**src/rtl/torreta_rx_relatorio_if.sv**
```systemverilog
// torreta_rx_relatorio_if: serial input plus decoded report outputs of the turret report receiver.
// master = line driver / display consumer side, slave = the receiver itself.
interface torreta_rx_relatorio_if;
    logic       entrada_serial;
    logic [3:0] angulo_centena;
    logic [3:0] angulo_dezena;
    logic [3:0] angulo_unidade;
    logic [3:0] distancia_centena;
    logic [3:0] distancia_dezena;
    logic [3:0] distancia_unidade;
    logic       quadro_valido;
    logic       erro_quadro;
    logic       ameaca;
    logic [3:0] db_estado;

    modport master (
        output entrada_serial,
        input  angulo_centena, angulo_dezena, angulo_unidade,
        input  distancia_centena, distancia_dezena, distancia_unidade,
        input  quadro_valido, erro_quadro, ameaca, db_estado
    );

    modport slave (
        input  entrada_serial,
        output angulo_centena, angulo_dezena, angulo_unidade,
        output distancia_centena, distancia_dezena, distancia_unidade,
        output quadro_valido, erro_quadro, ameaca, db_estado
    );
endinterface

```
**src/rtl/torreta_rx_relatorio.sv**
```systemverilog
// torreta_rx_relatorio: UART receiver and parser for turret reports "ccc,ddd#".
// Holds the last good angle/distance as BCD and flags distances below LIMIAR_CM.
// Define TORRETA_RX_PARIDADE_EN for 8E1 framing (even parity bit before the stop bit).
module torreta_rx_relatorio #(
    parameter int unsigned CLKS_POR_BIT = 5208,
    parameter int unsigned LIMIAR_CM    = 50
) (
    input logic                   clock,
    input logic                   reset,
    torreta_rx_relatorio_if.slave bus
);
    localparam int unsigned     CntW    = $clog2(CLKS_POR_BIT);
    localparam logic [CntW-1:0] CntFim  = CntW'(CLKS_POR_BIT - 1);
    localparam logic [CntW-1:0] CntMeio = CntW'(CLKS_POR_BIT / 2 - 1);
    localparam logic [9:0]      Limiar  = 10'(LIMIAR_CM);

    typedef enum logic [2:0] {
        RxIdle, RxStart, RxData, RxPar, RxStop, RxWaitHigh
    } rx_state_e;

    typedef enum logic [3:0] {
        StEspera = 4'd0,
        StA1     = 4'd1,
        StA2     = 4'd2,
        StVirg   = 4'd3,
        StD0     = 4'd4,
        StD1     = 4'd5,
        StD2     = 4'd6,
        StTerm   = 4'd7,
        StCommit = 4'd8
    } parse_state_e;

    // ---------------- receiver ----------------
    logic [1:0]      sync_q;
    logic            rx_prev_q;
    logic            rx;
    rx_state_e       rx_state_q, rx_state_d;
    logic [CntW-1:0] cnt_q, cnt_d;
    logic [2:0]      idx_q, idx_d;
    logic [7:0]      shift_q, shift_d;
    logic            byte_ok;
    logic            rx_err;
`ifdef TORRETA_RX_PARIDADE_EN
    logic            par_ok_q, par_ok_d;
`endif

    assign rx = sync_q[1];

    // Two-flop synchroniser; idle-high reset value avoids a false start edge.
    always_ff @(posedge clock or negedge reset) begin
        if (!reset) begin
            sync_q    <= 2'b11;
            rx_prev_q <= 1'b1;
        end else begin
            sync_q    <= {sync_q[0], bus.entrada_serial};
            rx_prev_q <= sync_q[1];
        end
    end

    // Receiver state and bit timing registers.
    always_ff @(posedge clock or negedge reset) begin
        if (!reset) begin
            rx_state_q <= RxIdle;
            cnt_q      <= '0;
            idx_q      <= '0;
            shift_q    <= '0;
`ifdef TORRETA_RX_PARIDADE_EN
            par_ok_q   <= 1'b0;
`endif
        end else begin
            rx_state_q <= rx_state_d;
            cnt_q      <= cnt_d;
            idx_q      <= idx_d;
            shift_q    <= shift_d;
`ifdef TORRETA_RX_PARIDADE_EN
            par_ok_q   <= par_ok_d;
`endif
        end
    end

    // Receiver next state: start-edge detect, mid-bit sampling, stop/parity checks.
    always_comb begin
        rx_state_d = rx_state_q;
        cnt_d      = cnt_q;
        idx_d      = idx_q;
        shift_d    = shift_q;
        byte_ok    = 1'b0;
        rx_err     = 1'b0;
`ifdef TORRETA_RX_PARIDADE_EN
        par_ok_d   = par_ok_q;
`endif
        unique case (rx_state_q)
            RxIdle: begin
                if (rx_prev_q && !rx) begin
                    rx_state_d = RxStart;
                    cnt_d      = '0;
                end
            end
            RxStart: begin
                if (cnt_q == CntMeio) begin
                    cnt_d      = '0;
                    idx_d      = '0;
                    // Line back high at mid start bit means a glitch.
                    rx_state_d = rx ? RxIdle : RxData;
                end else begin
                    cnt_d = cnt_q + 1'b1;
                end
            end
            RxData: begin
                if (cnt_q == CntFim) begin
                    cnt_d   = '0;
                    shift_d = {rx, shift_q[7:1]};
                    idx_d   = idx_q + 3'd1;
                    if (idx_q == 3'd7) begin
`ifdef TORRETA_RX_PARIDADE_EN
                        rx_state_d = RxPar;
`else
                        rx_state_d = RxStop;
`endif
                    end
                end else begin
                    cnt_d = cnt_q + 1'b1;
                end
            end
`ifdef TORRETA_RX_PARIDADE_EN
            RxPar: begin
                if (cnt_q == CntFim) begin
                    cnt_d      = '0;
                    par_ok_d   = ~(^{rx, shift_q});
                    rx_state_d = RxStop;
                end else begin
                    cnt_d = cnt_q + 1'b1;
                end
            end
`endif
            RxStop: begin
                if (cnt_q == CntFim) begin
                    cnt_d = '0;
                    if (!rx) begin
                        // Framing error: do not re-arm until the line idles high.
                        rx_err     = 1'b1;
                        rx_state_d = RxWaitHigh;
                    end else begin
                        rx_state_d = RxIdle;
`ifdef TORRETA_RX_PARIDADE_EN
                        if (par_ok_q) begin
                            byte_ok = 1'b1;
                        end else begin
                            rx_err = 1'b1;
                        end
`else
                        byte_ok = 1'b1;
`endif
                    end
                end else begin
                    cnt_d = cnt_q + 1'b1;
                end
            end
            RxWaitHigh: begin
                if (rx) begin
                    rx_state_d = RxIdle;
                end
            end
            default: rx_state_d = RxIdle;
        endcase
    end

    // ---------------- parser ----------------
    parse_state_e    p_state_q, p_state_d;
    logic [5:0][3:0] sombra_q, sombra_d;
    logic [5:0][3:0] saida_q;
    logic            erro_q;
    logic            ameaca_q;
    logic            commit;
    logic            erro_set;
    logic            eh_digito;
    logic [9:0]      dist_valor;

    assign eh_digito = (shift_q >= 8'h30) && (shift_q <= 8'h39);

    // Parser next state; shadow digits collect the frame until the terminator arrives.
    always_comb begin
        p_state_d = p_state_q;
        sombra_d  = sombra_q;
        commit    = 1'b0;
        erro_set  = 1'b0;
        if (rx_err) begin
            erro_set  = 1'b1;
            p_state_d = StEspera;
        end else if (byte_ok) begin
            unique case (p_state_q)
                StEspera: begin
                    if (eh_digito) begin
                        sombra_d[0] = shift_q[3:0];
                        p_state_d   = StA1;
                    end
                end
                StA1: begin
                    if (eh_digito) begin
                        sombra_d[1] = shift_q[3:0];
                        p_state_d   = StA2;
                    end else begin
                        erro_set  = 1'b1;
                        p_state_d = StEspera;
                    end
                end
                StA2: begin
                    if (eh_digito) begin
                        sombra_d[2] = shift_q[3:0];
                        p_state_d   = StVirg;
                    end else begin
                        erro_set  = 1'b1;
                        p_state_d = StEspera;
                    end
                end
                StVirg: begin
                    if (shift_q == 8'h2C) begin
                        p_state_d = StD0;
                    end else begin
                        erro_set  = 1'b1;
                        p_state_d = StEspera;
                    end
                end
                StD0: begin
                    if (eh_digito) begin
                        sombra_d[3] = shift_q[3:0];
                        p_state_d   = StD1;
                    end else begin
                        erro_set  = 1'b1;
                        p_state_d = StEspera;
                    end
                end
                StD1: begin
                    if (eh_digito) begin
                        sombra_d[4] = shift_q[3:0];
                        p_state_d   = StD2;
                    end else begin
                        erro_set  = 1'b1;
                        p_state_d = StEspera;
                    end
                end
                StD2: begin
                    if (eh_digito) begin
                        sombra_d[5] = shift_q[3:0];
                        p_state_d   = StTerm;
                    end else begin
                        erro_set  = 1'b1;
                        p_state_d = StEspera;
                    end
                end
                StTerm: begin
                    if (shift_q == 8'h23) begin
                        commit    = 1'b1;
                        p_state_d = StCommit;
                    end else begin
                        erro_set  = 1'b1;
                        p_state_d = StEspera;
                    end
                end
                default: p_state_d = StEspera;
            endcase
        end else if (p_state_q == StCommit) begin
            p_state_d = StEspera;
        end
    end

    assign dist_valor = {6'd0, saida_q[3]} * 10'd100 + {6'd0, saida_q[4]} * 10'd10
                      + {6'd0, saida_q[5]};

    // Parser state, shadow and committed digits, sticky error and threat flag.
    always_ff @(posedge clock or negedge reset) begin
        if (!reset) begin
            p_state_q <= StEspera;
            sombra_q  <= '0;
            saida_q   <= '0;
            erro_q    <= 1'b0;
            ameaca_q  <= 1'b0;
        end else begin
            p_state_q <= p_state_d;
            sombra_q  <= sombra_d;
            // Loaded on entry to COMMIT so all six digits change together with the pulse.
            if (commit) begin
                saida_q <= sombra_q;
            end
            if (commit) begin
                erro_q <= 1'b0;
            end else if (erro_set) begin
                erro_q <= 1'b1;
            end
            if (p_state_q == StCommit) begin
                ameaca_q <= (dist_valor < Limiar);
            end
        end
    end

    assign bus.angulo_centena    = saida_q[0];
    assign bus.angulo_dezena     = saida_q[1];
    assign bus.angulo_unidade    = saida_q[2];
    assign bus.distancia_centena = saida_q[3];
    assign bus.distancia_dezena  = saida_q[4];
    assign bus.distancia_unidade = saida_q[5];
    assign bus.quadro_valido     = (p_state_q == StCommit);
    assign bus.erro_quadro       = erro_q;
    assign bus.ameaca            = ameaca_q;
    assign bus.db_estado         = p_state_q;
endmodule

```
**src/flat_wrapper.sv**
```systemverilog
// flat-port wrapper written by rule: the top's interface ports become plain ports
module torreta_rx_relatorio_flat 
#(
    parameter int unsigned CLKS_POR_BIT = 5208,
    parameter int unsigned LIMIAR_CM    = 50
)
  (clock, reset, bus_entrada_serial, bus_angulo_centena, bus_angulo_dezena, bus_angulo_unidade, bus_distancia_centena, bus_distancia_dezena, bus_distancia_unidade, bus_quadro_valido, bus_erro_quadro, bus_ameaca, bus_db_estado);
  torreta_rx_relatorio_if bus_i ();
  input logic clock;
  input logic reset;
  input wire logic [$bits(bus_i.entrada_serial)-1:0] bus_entrada_serial;
  output wire logic [$bits(bus_i.angulo_centena)-1:0] bus_angulo_centena;
  output wire logic [$bits(bus_i.angulo_dezena)-1:0] bus_angulo_dezena;
  output wire logic [$bits(bus_i.angulo_unidade)-1:0] bus_angulo_unidade;
  output wire logic [$bits(bus_i.distancia_centena)-1:0] bus_distancia_centena;
  output wire logic [$bits(bus_i.distancia_dezena)-1:0] bus_distancia_dezena;
  output wire logic [$bits(bus_i.distancia_unidade)-1:0] bus_distancia_unidade;
  output wire logic [$bits(bus_i.quadro_valido)-1:0] bus_quadro_valido;
  output wire logic [$bits(bus_i.erro_quadro)-1:0] bus_erro_quadro;
  output wire logic [$bits(bus_i.ameaca)-1:0] bus_ameaca;
  output wire logic [$bits(bus_i.db_estado)-1:0] bus_db_estado;
  assign bus_i.entrada_serial = bus_entrada_serial;
  assign bus_angulo_centena = bus_i.angulo_centena;
  assign bus_angulo_dezena = bus_i.angulo_dezena;
  assign bus_angulo_unidade = bus_i.angulo_unidade;
  assign bus_distancia_centena = bus_i.distancia_centena;
  assign bus_distancia_dezena = bus_i.distancia_dezena;
  assign bus_distancia_unidade = bus_i.distancia_unidade;
  assign bus_quadro_valido = bus_i.quadro_valido;
  assign bus_erro_quadro = bus_i.erro_quadro;
  assign bus_ameaca = bus_i.ameaca;
  assign bus_db_estado = bus_i.db_estado;
  torreta_rx_relatorio #(.CLKS_POR_BIT(CLKS_POR_BIT), .LIMIAR_CM(LIMIAR_CM)) u_core (.clock(clock), .reset(reset), .bus(bus_i));
endmodule
```
**config.mk**
```make
export PLATFORM = sky130hd
export DESIGN_NAME = torreta_rx_relatorio_flat
export DESIGN_NICKNAME = d
export VERILOG_FILES = /design/src/rtl/torreta_rx_relatorio_if.sv /design/src/rtl/torreta_rx_relatorio.sv /design/src/flat_wrapper.sv
export SDC_FILE = /design/constraint.sdc
export NUM_CORES = 1
export LEC_CHECK = 0
export BUFFER_PORTS_ARGS = -buffer_cell sky130_fd_sc_hd__buf_2
export CELL_PAD_IN_SITES_DETAIL_PLACEMENT = 1
export CELL_PAD_IN_SITES_GLOBAL_PLACEMENT = 1
export CORE_ASPECT_RATIO = 0.5
export CORE_UTILIZATION = 45
export CTS_BUF_LIST = sky130_fd_sc_hd__clkbuf_4 sky130_fd_sc_hd__clkbuf_8 sky130_fd_sc_hd__clkbuf_16
export DETAILED_ROUTE_END_ITERATION = 12
export PLACE_DENSITY_LB_ADDON = 0.1
export SLEW_MARGIN = 20
export SYNTH_ARGS = -nofsm -noshare
export SYNTH_HDL_FRONTEND = slang
export SYNTH_SLANG_ARGS = --single-unit
```
**constraint.sdc**
```tcl
create_clock -name clock -period 6.81 [get_ports clock]
set_input_delay 0.681 -clock clock [delete_from_list [all_inputs] [get_ports clock]]
set_output_delay 0.681 -clock clock [all_outputs]
set_load 0.005 [all_outputs]
```
==> results_dict.tcl <==
set metrics [dict create \
    viasPerCell 5.52 \
    reg_top3 "u_core.sombra_q: 24 flops, u_core.cnt_q: 13 flops, u_core.shift_q: 8 flops" \
    synthFlopType "dfrtp_1" \
    clkLatencyLatePin_ps 340 \
    numCtsBuffers 9 \
    antenna_cells 0 \
    netlist_instances 378 \
    synthesis.nets 412 \
    grt_max_degree 85 \
    worst-r2r-cell-count 11 \
    min_delay_path_depth 0 \
    finalHoldViolCount 0 \
    arrival_ps 3630 \
    die_area_um2 10200 \
    first_pass_iters 4 \
    die_w_um 142 \
    irDropWorstVdd_mv 0.132 \
    worstMarginPinSlew_ps 1070 \
    htreeDepth 3 \
    start_kind "register" \
    nets 444 \
    power_switching_share_pct 25.2 \
    gr-usage-all-layers_pct 21.0 \
    grt_pass1_vias 3271 \
    netlist_top_cells_count "81 x dfrtp_1, 55 x mux2_2, 26 x ha_1, 26 x inv_1, 21 x o21ai_0" \
    fp-row-count 25 \
    end_kind "register" \
    largest_reg_flops 24 \
    synth_top_cell_by_area "dfrtp_1" \
    p_int_uw 925 \
    core_area_um2 9450 \
    rrSetupSlack_ps 3410 \
    status "finished, final reports clean" \
    critPathMaxFanout 5 \
    synthesis.area_um2 4390 \
    grt_first_pass_wirelength_um 16200 \
    clock.fmax_mhz 294 \
    synth_seq_cells 84 \
    dp_hpwl_um 6840 \
    highest_layer "met4" \
    cts.sinks 84 \
    fin_util_pct 53.2 \
    antenna_found_initial 0 \
    clockPowerShare_pct 45.4 \
    first_iter_violations 75 \
    seqPwrFrac_pct 43.7 \
    setup_viol 0 \
    yosysMostFrequentCell "dfrtp_1" \
    comb_power_share_pct 10.9 \
    synth_area_per_cell_um2 11.6 \
    fillers 1019 \
    r2r_start "u_core.bus.distancia_dezena[1]$_DFFE_PN0P_" \
    post_cts_buffers 0 \
    leakagePower_nw 2.52 \
    cts_tree "done" \
    whs_ps 358 \
    drive_gt1_share_pct 28.4 \
    ant_nets 0 \
    powerDensity_nw_per_um2 246 \
    dr_wl_met3_um 211 \
    setup_tns_ps 0 \
    io_buffers 33 \
    wl_met1_um 4320 \
    start_util_pct 46.5 \
    hold_path_class "reg -> reg" \
    ys_async_sr_fraction_pct 100 \
    maxCapViolCount 0 \
    ctsResizeCount 0 \
    io_pins 34 \
    overflow 0 \
    wire_per_inst_um 17.4 \
    synth_top_area_share_pct 46.2 \
    die_y_um 71.8 \
    hold_buffers 0 \
    switching_power_uw 312 \
    r2r-end "u_core.bus.ameaca$_DFFE_PN0P_" \
    wl_um 9560 \
    slew_headroom_pct 28.4 \
    netlist_top_cells_area "dfrtp_1 46%, mux2_2 14%, ha_1 7.4%, o21ai_0 2.4%, fa_1 2.3%" \
    fin_worst_skew_ps 7.81 \
    clk_pin_slew_ps 60 \
    hold_start "u_core.sync_q[0]$_DFF_PN1_" \
    min_period_over_period_pct 49.9 \
    routed-via-count 3035 \
    root_buffer "clkbuf_16" \
    drc 0 \
    drv_slew 0 \
    timing.final.crit_period_ps 3400 \
    top_register "u_core.sombra_q" \
    cts_buffer_depth 2 \
    syn_to_final_growth_pct 14.4 \
    gp_congestion 0.827 \
    ys_types 49 \
    synth_edf_count 0 \
    worstSetupPathType "reg -> reg" \
    ys_seq_area_share_pct 48.0 \
    hold_end "u_core.sync_q[1]$_DFF_PN1_" \
    yosysWarnings 0 \
    cp.required_ps 7040 \
    route.met2.wl_um 4940 \
    rsz0062_at_grt "false" \
]
==> kinds of logic (layout without fill, tap and decap cells) <==
| kind of cell | Yosys count | in the layout | synth area share, % |
|---|---|---|---|
| xor gates and xnor gates | 11 | 11 | 2.20 |
| DFF | 84 | 84 | 48.0 |
| AOI/OAI and AO/OA | 62 | 62 | 8.92 |
| adders and majority gates | 31 | 31 | 9.69 |
| buffers and inverters | 39 | 76 | 3.56 |
| and+or+nand+nor | 92 | 92 | 12.6 |
| muxes | 59 | 59 | 15.0 |
==> cells in the final DEF, fill, tap and decap left out, types with 3 or more instances in the layout <==
cell type,instances
nor3_1,6
a21oi_1,14
nand2b_1,4
buf_2,32
bufinv_16,3
and4b_1,3
nor3b_1,3
o21ai_0,21
clkbuf_16,9
dfrtp_1,81
nor2_1,20
a211oi_1,3
inv_1,26
a22o_1,6
dfstp_2,3
mux2i_1,4
xnor2_1,9
nand2_1,14
nand3_1,19
a21o_1,5
ha_1,26
mux2_2,55
nor4_1,6
fa_1,5
==> per-stage QoR <==
stage	power, mW	instance area, um2	worst slack [ps]	cells
after floorplan	0.652	4390	3660	378
after global routing	1.29	5020	3190	550
final	1.24	5020	3410	550
after CTS	1.25	5020	3410	550
after global placement	0.676	4670	3570	534
after detailed placement	0.688	4670	3430	534
==> routing by layer <==
| metal | vias up | global-route usage, % |
|---|---|---|
| met5 | - | 0 |
| met4 | 0 | 5.97 |
| met3 | 11 | 5.01 |
| met2 | 26 | 38.1 |
| met1 | 1570 | 25.1 |
| li1 | 1428 | - |
==> worst max path at each step <==
stage	start	to	slack, ps	cells past startpoint
after floorplan	u_core.bus.distancia_dezena[1]$_DFFE_PN0P_	u_core.bus.ameaca$_DFFE_PN0P_	3660	11
after global placement	u_core.bus.distancia_dezena[1]$_DFFE_PN0P_	u_core.bus.ameaca$_DFFE_PN0P_	3570	11
after detailed placement	u_core.bus.distancia_dezena[1]$_DFFE_PN0P_	u_core.bus.ameaca$_DFFE_PN0P_	3430	11
after CTS	u_core.bus.distancia_dezena[1]$_DFFE_PN0P_	u_core.bus.ameaca$_DFFE_PN0P_	3410	11
after global routing	u_core.bus.distancia_dezena[1]$_DFFE_PN0P_	u_core.bus.ameaca$_DFFE_PN0P_	3190	11
final	u_core.bus.distancia_dezena[1]$_DFFE_PN0P_	u_core.bus.ameaca$_DFFE_PN0P_	3410	11
==> critical path, cell delays in order, from the launching register on <==
cell and delay (ps):
dfrtp_1 420, ha_1 320, ha_1 240, fa_1 390, xor2_1 170, ha_1 310
ha_1 380, a21o_1 210, a21o_1 170, a211oi_1 290, xnor2_1 100, o41ai_1 290
==> power groups by stage <==
| stage | combinational (mW) | sequential, mW | clock, mW |
|---|---|---|---|
| floorplan | 0.119 | 0.534 | 0 |
| global placement | 0.128 | 0.548 | 0 |
| detailed placement | 0.138 | 0.550 | 0 |
| CTS | 0.139 | 0.540 | 0.573 |
| global route | 0.152 | 0.544 | 0.592 |
| finish | 0.135 | 0.541 | 0.561 |
==> area by class of cell <==
cell class              instances  area, um2  area share (%)
clock buffers                  10        233            4.63
clock inverters                 6        111            2.22
inverters                      26       97.6            1.94
multi-input cells             255       2130            42.4
flip-flops and latches         84       2110            41.9
well taps                     135        169            3.36
repair buffers                 34        179            3.56
Power figures use the tool's default switching activity.
